===== src/rtl/kbd_pkg.sv =====
// Shared encodings and helpers for the matrix keypad scanner.
// Key codes are row*4 + col, so a code splits back into {row, col}.
package kbd_pkg;

   typedef enum logic [1:0] {
      RELEASED,
      PRESS_WAIT,
      PRESSED,
      RELEASE_WAIT
   } deb_state_t;

   typedef enum logic [1:0] {
      NONE,
      KEY,
      MULTI
   } scan_res_t;

   function automatic logic [3:0] key_code_of(input logic [1:0] row, input logic [1:0] col);
      return {row, col};
   endfunction

endpackage


===== src/rtl/kbd_col_scanner.sv =====
// Column drive sequencer and per-scan accumulator.
// The scan result and code are presented combinationally during the column-3 tick cycle.
module kbd_col_scanner
   import kbd_pkg::*;
#(
   parameter int TICK_DIV = 100000
) (
   input  logic       clk,
   input  logic       rst,
   input  logic [3:0] rows_n,
   output logic [3:0] col_n,
   output logic       scan_done,
   output scan_res_t  scan_result,
   output logic [3:0] scan_code
);

   localparam int TCW = (TICK_DIV > 1) ? $clog2(TICK_DIV) : 1;

   logic [TCW-1:0] tick_cnt;
   logic [1:0]     col_idx;
   logic [1:0]     acc_lows;
   logic [3:0]     acc_code;
   logic           tick;
   logic [2:0]     lows_now;
   logic [1:0]     row_now;
   logic [2:0]     lows_sum;
   logic [1:0]     lows_sat;
   logic [3:0]     code_sum;

   assign tick = (tick_cnt == TCW'(TICK_DIV - 1));

   always_comb begin
      lows_now = 3'd0;
      row_now  = 2'd0;
      for (int r = 3; r >= 0; r--) begin
         lows_now = lows_now + 3'(!rows_n[r]);
         if (!rows_n[r]) row_now = 2'(r);
      end
      // Low-row count saturates at 2: anything beyond one hit is already MULTI.
      lows_sum = {1'b0, acc_lows} + lows_now;
      lows_sat = (lows_sum >= 3'd2) ? 2'd2 : lows_sum[1:0];
      code_sum = (acc_lows == 2'd0) ? key_code_of(row_now, col_idx) : acc_code;
   end

   assign scan_done   = tick && (col_idx == 2'd3);
   assign scan_code   = code_sum;
   assign scan_result = (lows_sat == 2'd0) ? NONE :
                        (lows_sat == 2'd1) ? KEY  : MULTI;

   always_ff @(posedge clk) begin
      if (rst) begin
         tick_cnt <= '0;
         col_idx  <= 2'd0;
         col_n    <= 4'b1110;
         acc_lows <= 2'd0;
      end else begin
         tick_cnt <= tick ? '0 : tick_cnt + TCW'(1);
         if (tick) begin
            col_idx <= col_idx + 2'd1;
            col_n   <= ~(4'b0001 << (col_idx + 2'd1));
            if (col_idx == 2'd3) begin
               acc_lows <= 2'd0;
            end else begin
               acc_lows <= lows_sat;
               acc_code <= code_sum;
            end
         end
      end
   end

endmodule


===== src/rtl/keypad_scanner.sv =====
// 4x4 keypad scanner: row synchroniser, column scan and scan-level debounce.
// Presses and releases are accepted only after DEBOUNCE_SCANS identical scans.
module keypad_scanner
   import kbd_pkg::*;
#(
   parameter int TICK_DIV       = 100000,
   parameter int DEBOUNCE_SCANS = 4
) (
   input  logic       clk,
   input  logic       rst,
   input  logic [3:0] row_n,
   output logic [3:0] col_n,
   output logic [3:0] key_code,
   output logic       key_valid,
   output logic       key_held
);

   localparam int CW = $clog2(DEBOUNCE_SCANS + 1);

   logic [3:0]  row_s1;
   logic [3:0]  row_s2;
   logic        scan_done;
   scan_res_t   scan_result;
   logic [3:0]  scan_code;
   deb_state_t  state;
   logic [CW-1:0] deb_cnt;
   logic [3:0]  cand;
   logic        hit_held;
   logic        hit_cand;
   logic        cnt_full;

   always_ff @(posedge clk) begin
      if (rst) begin
         row_s1 <= 4'b1111;
         row_s2 <= 4'b1111;
      end else begin
         row_s1 <= row_n;
         row_s2 <= row_s1;
      end
   end

   kbd_col_scanner #(
      .TICK_DIV(TICK_DIV)
   ) u_col_scanner (
      .clk        (clk),
      .rst        (rst),
      .rows_n     (row_s2),
      .col_n      (col_n),
      .scan_done  (scan_done),
      .scan_result(scan_result),
      .scan_code  (scan_code)
   );

   assign hit_held = (scan_result == KEY) && (scan_code == key_code);
   assign hit_cand = (scan_result == KEY) && (scan_code == cand);
   assign cnt_full = ((deb_cnt + CW'(1)) == CW'(DEBOUNCE_SCANS));

   always_ff @(posedge clk) begin
      if (rst) begin
         state     <= RELEASED;
         deb_cnt   <= '0;
         key_code  <= 4'd0;
         key_valid <= 1'b0;
         key_held  <= 1'b0;
      end else begin
         key_valid <= 1'b0;
         if (scan_done) begin
            case (state)
               RELEASED: begin
                  if (scan_result == KEY) begin
                     cand <= scan_code;
                     if (DEBOUNCE_SCANS == 1) begin
                        state     <= PRESSED;
                        key_code  <= scan_code;
                        key_valid <= 1'b1;
                        key_held  <= 1'b1;
                        deb_cnt   <= '0;
                     end else begin
                        state   <= PRESS_WAIT;
                        deb_cnt <= CW'(1);
                     end
                  end
               end
               PRESS_WAIT: begin
                  if (hit_cand) begin
                     if (cnt_full) begin
                        state     <= PRESSED;
                        key_code  <= cand;
                        key_valid <= 1'b1;
                        key_held  <= 1'b1;
                        deb_cnt   <= '0;
                     end else begin
                        deb_cnt <= deb_cnt + CW'(1);
                     end
                  end else if (scan_result == KEY) begin
                     cand    <= scan_code;
                     deb_cnt <= CW'(1);
                  end else begin
                     state   <= RELEASED;
                     deb_cnt <= '0;
                  end
               end
               PRESSED: begin
                  if (hit_held) begin
                     deb_cnt <= '0;
                  end else if (DEBOUNCE_SCANS == 1) begin
                     // A single clean scan already completes the release.
                     state    <= RELEASED;
                     key_held <= 1'b0;
                     deb_cnt  <= '0;
                  end else begin
                     state   <= RELEASE_WAIT;
                     deb_cnt <= CW'(1);
                  end
               end
               RELEASE_WAIT: begin
                  if (hit_held) begin
                     state   <= PRESSED;
                     deb_cnt <= '0;
                  end else if (cnt_full) begin
                     state    <= RELEASED;
                     key_held <= 1'b0;
                     deb_cnt  <= '0;
                  end else begin
                     deb_cnt <= deb_cnt + CW'(1);
                  end
               end
               default: begin
                  state   <= RELEASED;
                  deb_cnt <= '0;
               end
            endcase
         end
      end
   end

endmodule

===== config.mk =====
export PLATFORM = sky130hd
export DESIGN_NAME = keypad_scanner
export DESIGN_NICKNAME = d
export VERILOG_FILES = /design/src/rtl/kbd_pkg.sv /design/src/rtl/kbd_col_scanner.sv /design/src/rtl/keypad_scanner.sv
export SDC_FILE = /design/constraint.sdc
export NUM_CORES = 1
export LEC_CHECK = 0
export ABC_CLOCK_PERIOD_IN_PS = 3400
export BUFFER_PORTS_ARGS = -buffer_cell sky130_fd_sc_hd__buf_2
export CAP_MARGIN = 30
export CORE_UTILIZATION = 40
export DETAILED_ROUTE_END_ITERATION = 16
export HOLD_SLACK_MARGIN = 0.12
export PLACE_DENSITY = 0.64
export REMOVE_ABC_BUFFERS = 1
export SLEW_MARGIN = 10
export SYNTH_ARGS = -nofsm -noshare
export SYNTH_HDL_FRONTEND = slang
export SYNTH_HIERARCHICAL = 1
export SYNTH_SLANG_ARGS = --single-unit

===== constraint.sdc =====
create_clock -name clk -period 3.4 [get_ports clk]
set_input_delay 0.17 -clock clk [delete_from_list [all_inputs] [get_ports clk]]
set_output_delay 0.17 -clock clk [all_outputs]
set_load 0.005 [all_outputs]

After elaboration in Yosys (flattened, before gate mapping) --
Index checks and enable logic that the tools add are counted. W data, S select, Z words.
Word-level totals: output and inout bits 10, register bits after elaboration 52, word-level logic and storage cells 101, bits of input ports 6
Operators by class: $add $sub $neg 7, mux-type cells 33, shifts and indexed selects 1, magnitude comparators 1, bitwise logic cells 6, equal/unequal tests 20, reductions and logical operators 20
Operators with widths (number):
- $mux W2 | 15
- $add A17 B1 Y17 const B | 1
- $eq A17 B17 Y1 const B | 1
- $ne A2 B2 Y1 const B | 7
- $mux W3 | 4
- $mux W4 | 3
- $pmux W3 S4 | 1
- $reduce_and A6 Y1 | 2
- $ne A3 B3 Y1 const B | 3
- $eq A4 B4 Y1 | 2
- $pmux W2 S4 | 1
- $pmux W4 S2 | 1
- $reduce_and A4 Y1 | 2
- $mux W1 | 7
- $add A3 B1 Y3 | 2
- $eq A2 B1 Y1 const B | 3
- $eq A2 B2 Y1 const B | 3
- $logic_not A2 Y1 | 3
- $not A1 Y1 | 5
- $logic_not A1 Y1 | 4
- $not A4 Y4 | 1
- $reduce_bool A2 Y1 | 2
- $reduce_or A4 Y1 | 1
- $shl A1 B2 Y4 const A | 1
- other kinds (11) | 13

Logic depth before layout (Yosys ltp) --
Gate-level depths: netlist of the first run.
depth after elaboration 14, depth in mapped cells 12, mapped depth without buffers 11

Hierarchy --
The synthesis of the first run kept the hierarchy.
Modules (own cells, without submodules):
- kbd_col_scanner | cells each 155, area each 1466.4 um2, seq. area each 620.6 um2, instances 1
- keypad_scanner | cells each 99, area each 1021.0 um2, seq. area each 500.5 um2, instances 1

Worst setup path after synthesis of the first run --
No wires, ideal clock.
path kind reg-to-reg, start register u_col_scanner.acc_lows[0], end register cand[0], enable pin, slack -91 ps, period minus slack after synthesis 3491 ps, stages on the path, launching flop included 9, path buffers 0, arrival 3101 ps, cell sequence dfxtp_1 > inv_1 > fa_1 > inv_1 > fa_1 > fa_1 > or2_2 > nand2b_1 > a2111oi_0
Between the ends: longest elaborated chain between the ends 10, elaborated cells between the ends (all ways) 14, those cells by class 1 x add/sub; 1 x order compare; 4 x eq/ne; 4 x mux; 4 x reduce/logical
Ends and longest elaborated chain:
- from (decl) | line kbd_col_scanner.sv:21 | logic [1:0] acc_lows;
- from (signal assigned) | line kbd_col_scanner.sv:64 | acc_lows <= lows_sat;
- $add A2 B3 Y3 * | line kbd_col_scanner.sv:40 | lows_sum = {1'b0, acc_lows} + lows_now;
- $ge A3 B2 Y1 | line kbd_col_scanner.sv:41 | lows_sat = (lows_sum >= 3'd2) ? 2'd2 : lows_sum[1:0];
- $mux W2 * | line kbd_col_scanner.sv:41
- $eq A2 B1 Y1 | line kbd_col_scanner.sv:48 | (lows_sat == 2'd1) ? KEY : MULTI;
- $mux W2 | line kbd_col_scanner.sv:48
- $mux W2 * | line kbd_col_scanner.sv:47 | assign scan_result = (lows_sat == 2'd0) ? NONE :
- named net scan_result[1] | line keypad_scanner.sv:23 | scan_res_t scan_result;
- $eq A2 B1 Y1 * | line keypad_scanner.sv:55, keypad_scanner.sv:70, keypad_scanner.sv:95
- $logic_and A1 B1 Y1 * | line keypad_scanner.sv:55 | assign hit_cand = (scan_result == KEY) && (scan_code == cand);
- $ne A2 B2 Y1 (no source line) *
- $reduce_and A4 Y1 (no source line) *
- to (signal assigned) | line keypad_scanner.sv:71 | cand <= scan_code;
- to (signal assigned) | line keypad_scanner.sv:96 | cand <= scan_code;
- to (decl) | line keypad_scanner.sv:27 | logic [3:0] cand;
Mark *: on every way through the listed nets, which the timed path passes. The rest lies on a longest branch. A chain may end at the register's enable or synchronous reset.

Worst setup path in the final report of the first run --
start register u_col_scanner.acc_lows[0], end register key_code[0]
Between the ends: longest elaborated chain between the ends 9, elaborated cells between the ends (all ways) 13, those cells by class 1 x add/sub; 1 x order compare; 3 x eq/ne; 4 x mux; 4 x reduce/logical
Ends and longest elaborated chain:
- $add A2 B3 Y3 * | line kbd_col_scanner.sv:40
- $ge A3 B2 Y1 | line kbd_col_scanner.sv:41
- $mux W2 * | line kbd_col_scanner.sv:41
- $eq A2 B1 Y1 | line kbd_col_scanner.sv:48
- $mux W2 | line kbd_col_scanner.sv:48
- $mux W2 * | line kbd_col_scanner.sv:47
- named net scan_result[1] | line keypad_scanner.sv:23
- $eq A2 B1 Y1 * | line keypad_scanner.sv:55
- $logic_and A1 B1 Y1 * | line keypad_scanner.sv:55
- $reduce_and A4 Y1 (no source line) *
- to (signal assigned) | line keypad_scanner.sv:74 | key_code <= scan_code;
- to (signal assigned) | line keypad_scanner.sv:88 | key_code <= cand;
- to (decl) | line keypad_scanner.sv:13 | output logic [3:0] key_code,
Marked as above.

==> metrics.md, run 1 <==
| Metric | Value |
|---|---|
| Data arrival, critical path | `~3.4 ns` |
| Area share of the largest cell type after synthesis | `between 30% and 40%` |
| CTS clock-pin slew for the worst setup and hold paths | `0.10 ns` |
| WL final | `4110 µm` |
| Sequential area share after synthesis | `~45%` |
| Filler instances | `592` |
| Iter 0 DRT Violations | `between 60 and 70` |
| Syn Area/Cell | `slightly below 10 µm²` |
| Initial Utilization | `41.8%` |
| Dpl cells | `about 330` |
| Nets | `around 290` |
| CTS root buffer | `clkbuf_8` |
| Cell count after synthesis | `254` |
| Synth area leaders | `dfxtp_1 35%, edfxtp_1 9.7%, nor2_1 5.1%` |
| Routed Antenna Nets | `0` |
| Clock Latency Late Sink | `0.30 ns` |
| Run status | `complete, no violations` |
| Main flop type after synthesis | `dfxtp_1` |
| Synth unique cells | `47` |
| Worst path required time | `3.58 ns` |
| GR Overflow Total | `0` |
| Fin. max-slew vios | `0` |
| WL/cell | `approximately 12 µm` |
| Non-filler cells in the finished layout | `346` |
| Port buffer count | `15` |
| Clk sinks | `52` |
| Area Growth Syn to Fin | `10.8%` |
| Max-slew headroom | `around 58%` |
| Num CTS Buffers | `5` |
| Gr usage total | `13.9%` |
| Worst-case register-to-register setup slack | `roughly 0.16 ns` |
| # rows | `28` |
| Final HPWL DP | `between 2000 and 3000 µm` |
| Critical Path Start Type | `flip-flop` |
| Design Area, Final | `2760 µm²` |
| PD cells | `approximately 400 nW/µm²` |
| Critical path type | `reg2reg` |
| Post-DP Area | `roughly 2600 µm²` |
| Die height | `80.9 µm` |
| Async set-reset flop share out of synthesis | `0%` |
| Die X | `80.9 µm` |
| Number of synthesized register bits | `52` |
| Crit-path max FO | `6` |
| Boundary pin count | `16` |
| Unrepaired setup endpoints after global routing | `true` |
| Initial antenna violation count | `0` |
| Largest net degree at the start of global routing | `32` |
| Total power | `0.00111 W` |
| Post-synth EDFFs | `8` |
| F_max | `slightly above 300 MHz` |
| Fin crit period | `3.24 ns` |
| Worst Hold Class | `in2reg` |
| Synth Warn # | `6` |
| Most instantiated cells after synthesis | `44 x dfxtp_1, 34 x nor2_1, 14 x xor2_1, 12 x inv_1, 12 x xnor2_1` |
| GPL Wtd Cong | `~0.8` |
| DR pass1 iterations | `4` |
| Maximum root-to-sink buffer count | `2` |
| Worst vdd ir | `roughly 0.24 mV` |
| Die Area | `6540 µm²` |
| Hold_ws | `0.320 ns` |
| Worst Setup End Kind | `flip-flop` |
| Tightest Pin Transition | `roughly 0.63 ns` |
| TritonCTS clock tree | `yes` |
| CTS H-tree lvls | `2` |
| Final hold violations | `0` |
| Yosys top cell by area | `dfxtp_1` |
| Vias in the first global route | `~1600` |
| DRC errors left | `0` |
| Core region area | `5960 µm²` |
| Static leakage | `1.08 nW` |
| First-pass GRT wire length | `7060 µm` |
| Final period util | `95.4%` |
| Mapped cell area | `2490 µm²` |
| Max_cap viols | `0` |
| Via density | `5.02` |
| Diodes inserted | `0` |
| Via count | `1738` |
| Count leader, synth | `dfxtp_1` |
| Final Core Density | `46.3%` |
| Share of layout cells above drive strength 1 | `between 10% and 20%` |
| Clock skew | `0.0146 ns` |
| Final setup fails | `0` |
==> per-stage QoR <==
stage                     worst slack (ns)  TNS [ns]
after floorplan                    -0.0914    -0.366
after global placement               0.183         0
after detailed placement            0.0874         0
after CTS                           0.0931         0
after global routing               -0.0237   -0.0661
final                                0.155         0
==> layout make-up <==
| class | count | area [µm²] | share of cell area (%) |
|---|---|---|---|
| Inverter | 12 | 45.0 | 1.63 |
| Tap cell | 75 | 93.8 | 3.40 |
| Multi-Input combinational cell | 179 | 1260 | 45.8 |
| Timing Repair Buffer | 20 | 123 | 4.45 |
| Clock buffer | 5 | 68.8 | 2.50 |
| Clock inverter | 3 | 42.5 | 1.54 |
| Sequential cell | 52 | 1120 | 40.7 |
==> flip-flops by register name, indices dropped and copies added, names as in the netlist, 2 cells and up <==
register / flops
key_code: 4
row_s2: 4
row_s1: 4
u_col_scanner/col_n: 4
u_col_scanner/acc_lows: 2
deb_cnt: 3
state: 2
u_col_scanner/acc_code: 4
u_col_scanner/tick_cnt: 17
cand: 4
u_col_scanner/col_idx: 2
==> routing by layer <==
layer	up-vias	track usage, %	part of all wire, %
li1	898	-	-
met5	-	0	0
met1	803	18.4	50
met2	35	22.4	45
met4	0	4.29	0.34
met3	2	3.37	4.1
==> final timing paths <==
check | from | end | cells after the start
worst max-delay path | u_col_scanner/acc_lows[0] | key_code[0] | 11
worst min-delay path | rst | key_code[3] | 2
worst max register to register | u_col_scanner/acc_lows[0] | key_code[0] | 11
worst min register to register | row_s1[1] | row_s2[1] | 1
==> power breakdown <==
part,switching [W],internal [W]
registers,0.00000606,0.000630
clock network,0.000196,0.000218
logic,0.0000326,0.0000253
==> critical path, stage by stage (launching register included) <==
cell	delay [ns]
dfxtp_1	0.40
inv_1	0.08
fa_1	0.51
inv_1	0.05
fa_1	0.38
fa_1	0.49
or2_2	0.33
nand2b_1	0.22
nor2_1	0.15
and4_4	0.30
mux2i_1	0.20
nor2_1	0.05
==> kinds of logic after synthesis <==
logic type               synth area share (%)
flip-flops                               45.1
buffers and inverters                    4.73
AO/OA/AOI/OAI                            6.79
AND/OR/NAND/NOR                          23.7
XOR/XNOR                                 9.15
multiplexers                             4.12
adder cells (fa/ha/maj)                  6.44
==> cells in the final DEF (no fill, tap or decap), drive strengths merged, types with 4 or more instances in the layout <==
cell type    netlist  final
and2               5      5
nand3              7      7
clkbuf             6      5
nor2              35     35
o21ai              7      7
nor4               6      6
mux2i              8      8
xnor2             12     12
or2               10     10
nor3               4      4
nand2             10     10
nor2b              5      5
xor2              14     14
and3               4      4
nand4              8      8
ha                 8      8
edfxtp             8      8
dlygate4sd3        0      4
a21oi              5      5
buf                5     16
dfxtp             44     44
inv               12     12
==> repair_timing <==
action,in CTS,in global routing
resized for setup,0,5
hold buffers,4,0
setup endpoints to repair,0,11
endpoints found under the hold margin,4,0
buffers inserted,0,0
No activity file was read; power rests on OpenSTA's default activity.
==> inputs of run 2 (changes only) <==
Settings changed: CORE_UTILIZATION 40 to 54, PLACE_DENSITY 0.64 to 0.8.
==> run 2 against run 1 <==
  * Hold slack got worse by 0.0053 ns
  * Critical path depth did not move
  * Via count rose by 0.40%
  * Clock power fell by 10%
  * Routed wire length rose by 3.8%
  * Design area fell by 1.0%
  * Core utilization rose by 16 points
  * Critical endpoint is now key_code[1]
  * Largest power group unchanged
  * Highest routed layer unchanged
==> metrics.md, run 2 (same netlist as run 1, synthesis figures left out) <==
| Metric | Value |
|---|---|
| Final setup fails | `0` |
| TritonCTS clock tree | `yes` |
| CTS H-tree lvls | `2` |
| # rows | `24` |
| Data arrival, critical path | `3.37 ns` |
| Worst vdd ir | `0.274 mV` |
| Die Area | `about 5000 µm²` |
| Max-slew headroom | `60.5%` |
| Vias in the first global route | `1779` |
| Commonest non-fill, non-tap cell in the layout | `dfxtp_1` |
| F_max | `314 MHz` |
| Routed Antenna Nets | `0` |
| Share of layout cells above drive strength 1 | `17.0%` |
| DRC errors left | `0` |
| Design Area, Final | `about 2700 µm²` |
| Die X | `69.9 µm` |
| Iter 0 DRT Violations | `78` |
| Via count | `1745` |
| Tightest Pin Transition | `about 0.59 ns` |
| WL final | `4270 µm` |
| Num CTS Buffers | `5` |
| Via density | `5.40` |
| Clock Latency Late Sink | `0.30 ns` |
| GR Overflow Total | `0` |
| Boundary pin count | `16` |
| Largest Register | `u_col_scanner/tick_cnt` |
| Final hold violations | `0` |
| Initial antenna violation count | `0` |
| Critical path type | `reg2reg` |
| Final Core Density | `~62%` |
| Final HPWL DP | `2930 µm` |
| Area Growth Syn to Fin | `9.71%` |
| WL/cell | `13.2 µm` |
| First-pass GRT wire length | `7540 µm` |
| Worst Hold Class | `in2reg` |
| Diodes inserted | `0` |
| Port buffer count | `15` |
| Final period util | `93.6%` |
| PD cells | `392 nW/µm²` |
| Maximum root-to-sink buffer count | `2` |
| Largest register FFs | `17` |
| Run status | `complete, no violations` |
| Critical Path Start Type | `flip-flop` |
| Fin crit period | `3.18 ns` |
| Post-DP Area | `2560 µm²` |
| Nets | `287` |
| Static leakage | `1.08 nW` |
| Worst Setup End Kind | `flip-flop` |
| Hold_ws | `0.315 ns` |
| Clock skew | `approximately 0.0052 ns` |
| CTS clock-pin slew for the worst setup and hold paths | `0.09 ns` |
| Worst path required time | `approximately 3.6 ns` |
| Gr usage total | `19.3%` |
| CTS root buffer | `clkbuf_8` |
| Unrepaired setup endpoints after global routing | `false` |
| Max_cap viols | `0` |
| Fin. max-slew vios | `0` |
| Clk sinks | `52` |
| Core region area | `4380 µm²` |
| Die height | `69.9 µm` |
| DR pass1 iterations | `4` |
| Initial Utilization | `between 50% and 60%` |
| Commonest cells after routing, fill and taps aside | `43 x dfxtp_1, 34 x nor2_1, 15 x buf_2` |
| Crit-path max FO | `6` |
| Largest net degree at the start of global routing | `32` |
| GPL Wtd Cong | `0.805` |
| Post-CTS Setup Inserts | `0` |
## run 2: changes by cell type in the layout (fill, tap and decap cells not counted), sizes merged
cell / previous run / this run
bufinv: 1 / 0
clkbuf: 5 / 6
clkinvlp: 1 / 0
inv: 12 / 13
## run 2: worst paths after layout
kind,startpoint,end,slack [ns],cells after the start
worst max-delay path,u_col_scanner/acc_lows[0],key_code[1],0.22,11
worst min-delay path,rst,u_col_scanner/acc_lows[1],0.32,2
worst max register to register,u_col_scanner/acc_lows[0],key_code[1],0.22,11
worst min register to register,row_s1[1],row_s2[1],0.42,1
## run 2: worst max-delay path, stage by stage (launching register included)
cell and delay, ns:
dfxtp_2 0.37, inv_1 0.06, fa_1 0.50, inv_1 0.05
fa_1 0.37, fa_1 0.47, or2_2 0.33, nand2b_2 0.22
nor2_1 0.13, and4_4 0.30, mux2i_1 0.21, nor2_1 0.06
## run 2: metal layers
metal | vias up | track usage, % | share of wire [%]
li1 | 902 | - | -
met1 | 823 | 22.8 | 48
met2 | 14 | 33.5 | 49
met3 | 6 | 5.05 | 2.1
met4 | 0 | 7.11 | 1.5
met5 | - | 0 | 0
## run 2: repair_timing
item	CTS	global route
hold buffers	4	0
gates resized for setup	0	8
hold endpoints to repair	4	0
endpoints found under the setup margin	0	11
## run 2: metrics by stage
step / setup WS, ns / std cells / TNS (ns) / total power, W
global route: 0.0131 / 323 / 0 / 0.00111
CTS: 0.0322 / 323 / 0 / 0.00108
global placement: 0.112 / 311 / 0 / 0.000702
floorplan: -0.0914 / 243 / -0.366 / 0.000687
detailed placement: 0.0818 / 311 / 0 / 0.000704
finish: 0.219 / 323 / 0 / 0.00107
## run 2: final cells by class
type,count,area (µm²)
fillers,366,1660
multi-input cells,179,1280
flip-flops and latches,52,1120
repair buffers,20,123
clock buffers,6,82.6
well taps,52,65.1
inverters,12,45.0
clock inverters,2,13.8
## run 2: power breakdown
group          internal [W]  leakage [nW]  total (W)  switching [W]
Clock              0.000167        0.0516   0.000372       0.000205
Sequential         0.000630         0.431   0.000637     0.00000639
Combinational     0.0000261         0.595  0.0000606      0.0000345
==> inputs of run 3 (changes only) <==
Settings changed: ABC_CLOCK_PERIOD_IN_PS 3400 to 4100, CELL_PAD_IN_SITES_DETAIL_PLACEMENT from default to 1, CELL_PAD_IN_SITES_GLOBAL_PLACEMENT from default to 1, CORE_UTILIZATION 54 to 50, PLACE_DENSITY 0.8 to 0.89, SYNTH_HIERARCHICAL 1 to default.
Clock period 3.4 ns to 4.1 ns, I/O delays scaled along.
==> run 3 against run 2 <==
  * Sequential cell count unchanged
  * Count of clock-buffer cells in the layout grew 1
  * Combinational power down 16%
  * Via count is 22% higher
  * Hold slack improved by 0.0044 ns
  * First-iteration DRC count up 24%
  * Critical endpoint is now cand[2]
  * Largest power group unchanged
==> metrics.md, run 3 <==
| Metric | Value |
|---|---|
| GPL Wtd Cong | `0.833` |
| Multi-input gate area | `~1400 µm²` |
| Final setup fails | `0` |
| Number of synthesized register bits | `52` |
| Static leakage | `1.11 nW` |
| DRC errors left | `0` |
| CTS root buffer | `clkbuf_8` |
| DR pass1 iterations | `4` |
| Share of layout cells above drive strength 1 | `11.8%` |
| Die X | `74.5 µm` |
| Synth area leaders | `dfxtp_1 33%, edfxtp_1 9.1%, ha_1 6.2%` |
| Die height | `74.5 µm` |
| Worst-case register-to-register setup slack | `0.44 ns` |
| Clk sinks | `between 50 and 60` |
| Num CTS Buffers | `5` |
| Final hold violations | `0` |
| Diodes inserted | `0` |
| WL/cell | `17.5 µm` |
| R2r startpoint | `row_s2[2]` |
| CP max-delay cell | `nor3_1` |
| Cell count after synthesis | `283` |
| Syn Area/Cell | `9.29 µm²` |
| Reg2Reg Depth | `11` |
| Final period util | `89.4%` |
| First-pass GRT wire length | `10500 µm` |
| Initial antenna violation count | `0` |
| Most instantiated cells after synthesis | `44 x dfxtp_1, 35 x nor2_1, 23 x nand2_1, 18 x xor2_1` |
| Post-CTS Setup Inserts | `0` |
| CP Cell Sequence | `inv_1 -> ha_1 -> fa_1 -> ha_1 -> inv_1 -> fa_1 -> xor2_1 -> and3_1 -> nand3_1 -> nor3_1 -> nor3b_1` |
| F_max | `approximately 270 MHz` |
| Post-DP Area | `2770 µm²` |
| Setup TNS Final | `0 ns` |
| Die Area | `5550 µm²` |
| Final Core Density | `56.9%` |
| Vias in the first global route | `2213` |
| Filler instances | `~620` |
| Gr usage total | `between 20 and 30%` |
| Initial Utilization | `51.8%` |
| Pre-CTS setup slack | `0.530 ns` |
| Via density | `roughly 5.7` |
| Clock skew | `0.0103 ns` |
| Sequential area share after synthesis | `42.6%` |
| Largest net degree at the start of global routing | `25` |
| Iter 0 DRT Violations | `97` |
| CTS H-tree lvls | `2` |
| Count leader, synth | `dfxtp_1` |
| Synth unique cells | `52` |
| Area Growth Syn to Fin | `9.80%` |
| Area share of the largest cell type after synthesis | `33.5%` |
| Yosys top cell by area | `dfxtp_1` |
| Final HPWL DP | `4780 µm` |
| Main flop type after synthesis | `dfxtp_1` |
| Crit-path max FO | `4` |
| Maximum root-to-sink buffer count | `2` |
| CTS Hold Buffers Added | `4` |
| # rows | `26` |
| Largest register FFs | `17` |
| Fin. max-slew vios | `0` |
| Storage cell area | `between 1000 and 1500 µm²` |
| Via count | `2137` |
| Fin crit period | `3.66 ns` |
| Crit Reg-Reg Endpoint | `cand[2]` |
| Design Area, Final | `2890 µm²` |
| PD cells | `approximately 300 nW/µm²` |
| Port buffer count | `15` |
| CP Launch Point | `row_s2[2]` |
| Largest Register | `u_col_scanner.tick_cnt` |
| TritonCTS clock tree | `yes` |
| Commonest cells after routing, fill and taps aside | `44 x dfxtp_1, 35 x nor2_1, 23 x nand2_1` |
| Max-slew headroom | `between 50% and 60%` |
| Routed Antenna Nets | `0` |
| Run status | `complete, no violations` |
| CTS clock-pin slew for the worst setup and hold paths | `0.09 ns` |
| Worst vdd ir | `0.168 mV` |
| Worst path required time | `4.13 ns` |
| Core region area | `between 5000 and 6000 µm²` |
| Nets | `around 320` |
| Cts repair resizes | `0` |
| Commonest non-fill, non-tap cell in the layout | `dfxtp_1` |
| Critical Path Start Type | `flip-flop` |
| Worst Hold Class | `in2reg` |
| Boundary pin count | `16` |
| Data arrival, critical path | `3.69 ns` |
| WL final | `6560 µm` |
| Post-synth EDFFs | `8` |
| Max_cap viols | `0` |
| Synth Warn # | `0` |
| GR Overflow Total | `0` |
| Async set-reset flop share out of synthesis | `0%` |
| Clock Latency Late Sink | `0.31 ns` |
| Worst setup margin | `0.437 ns` |
| Last element of the critical path | `cand[2]` |
| Mapped cell area | `2630 µm²` |
| Critical path type | `reg2reg` |
| Tightest Pin Transition | `0.696 ns` |
| Worst Setup End Kind | `flip-flop` |
| Unrepaired setup endpoints after global routing | `false` |
| CP max stage delay | `about 0.56 ns` |
## run 3: cell types whose count changed after synthesis, sizes merged, moves of 5 or more
cell	delta
xnor2	-5
nor3	+5
ha	+5
nand2	+13
## run 3: stage by stage
stage | total power (W) | hold slack, ns | cells
2_1_floorplan | 0.000568 | 0.274 | 276
3_3_place_gp | 0.000584 | 0.390 | 362
3_5_place_dp | 0.000586 | 0.392 | 362
4_1_cts | 0.000870 | 0.312 | 374
5_1_grt | 0.000896 | 0.335 | 374
6_report | 0.000863 | 0.320 | 374
## run 3: worst min-delay path by stage
| stage | startpoint | end | slack, ns | cells after the start |
|---|---|---|---|---|
| final | rst | key_code[3] | 0.32 | 2 |
| after global routing | rst | u_col_scanner.acc_lows[1] | 0.33 | 2 |
| after CTS | rst | key_code[3] | 0.31 | 2 |
| after detailed placement | row_n[2] | row_s1[2] | 0.39 | 2 |
| after global placement | row_n[0] | row_s1[0] | 0.39 | 2 |
| after floorplan | rst | deb_cnt[1] | 0.27 | 1 |
## run 3: cells by family (layout without fill, tap and decap cells)
| kind of cell | after synthesis | count (layout) | synth area share, % |
|---|---|---|---|
| AOI/OAI and AO/OA | 45 | 45 | 12.1 |
| xor gates and xnor gates | 25 | 25 | 8.33 |
| adders and majority gates | 15 | 15 | 7.71 |
| buffers and inverters | 20 | 41 | 3.14 |
| DFF | 52 | 52 | 42.6 |
| muxes | 6 | 6 | 2.28 |
| and+or+nand+nor | 120 | 120 | 23.8 |
## run 3: power breakdown
part	switching, W	internal, W	leakage, nW	total, W
clock	0.000165	0.000120	0.0422	0.000285
combinational	0.0000308	0.0000202	0.637	0.0000510
sequential	0.00000449	0.000522	0.431	0.000527
## run 3: per-layer routing
layer / GRT usage (%) / vias to the layer above / part of all wire, %
met4: 12.6 / 0 / 2.4
li1: - / 1036 / -
met3: 4.61 / 13 / 2.4
met2: 48.8 / 37 / 54
met1: 27.4 / 1051 / 42
met5: 0 / - / 0
## run 3: worst max-delay path, delay by kind of cell, from the launching register on
kind,cells,cell delay [ns]
buffers and inverters,2,0.11
flip-flops,1,0.37
adder cells (fa/ha/maj),4,1.31
AND/OR/NAND/NOR,4,1.29
XOR/XNOR,1,0.32
## run 3: cell type report
| type | count | area share (%) |
|---|---|---|
| multi-input combinational | 211 | 49.4 |
| clock buffer | 7 | 2.64 |
| clock inverter | 1 | 0.173 |
| sequential | 52 | 38.8 |
| tap | 70 | 3.03 |
| timing repair buffer | 20 | 4.25 |
| inverter | 13 | 1.69 |
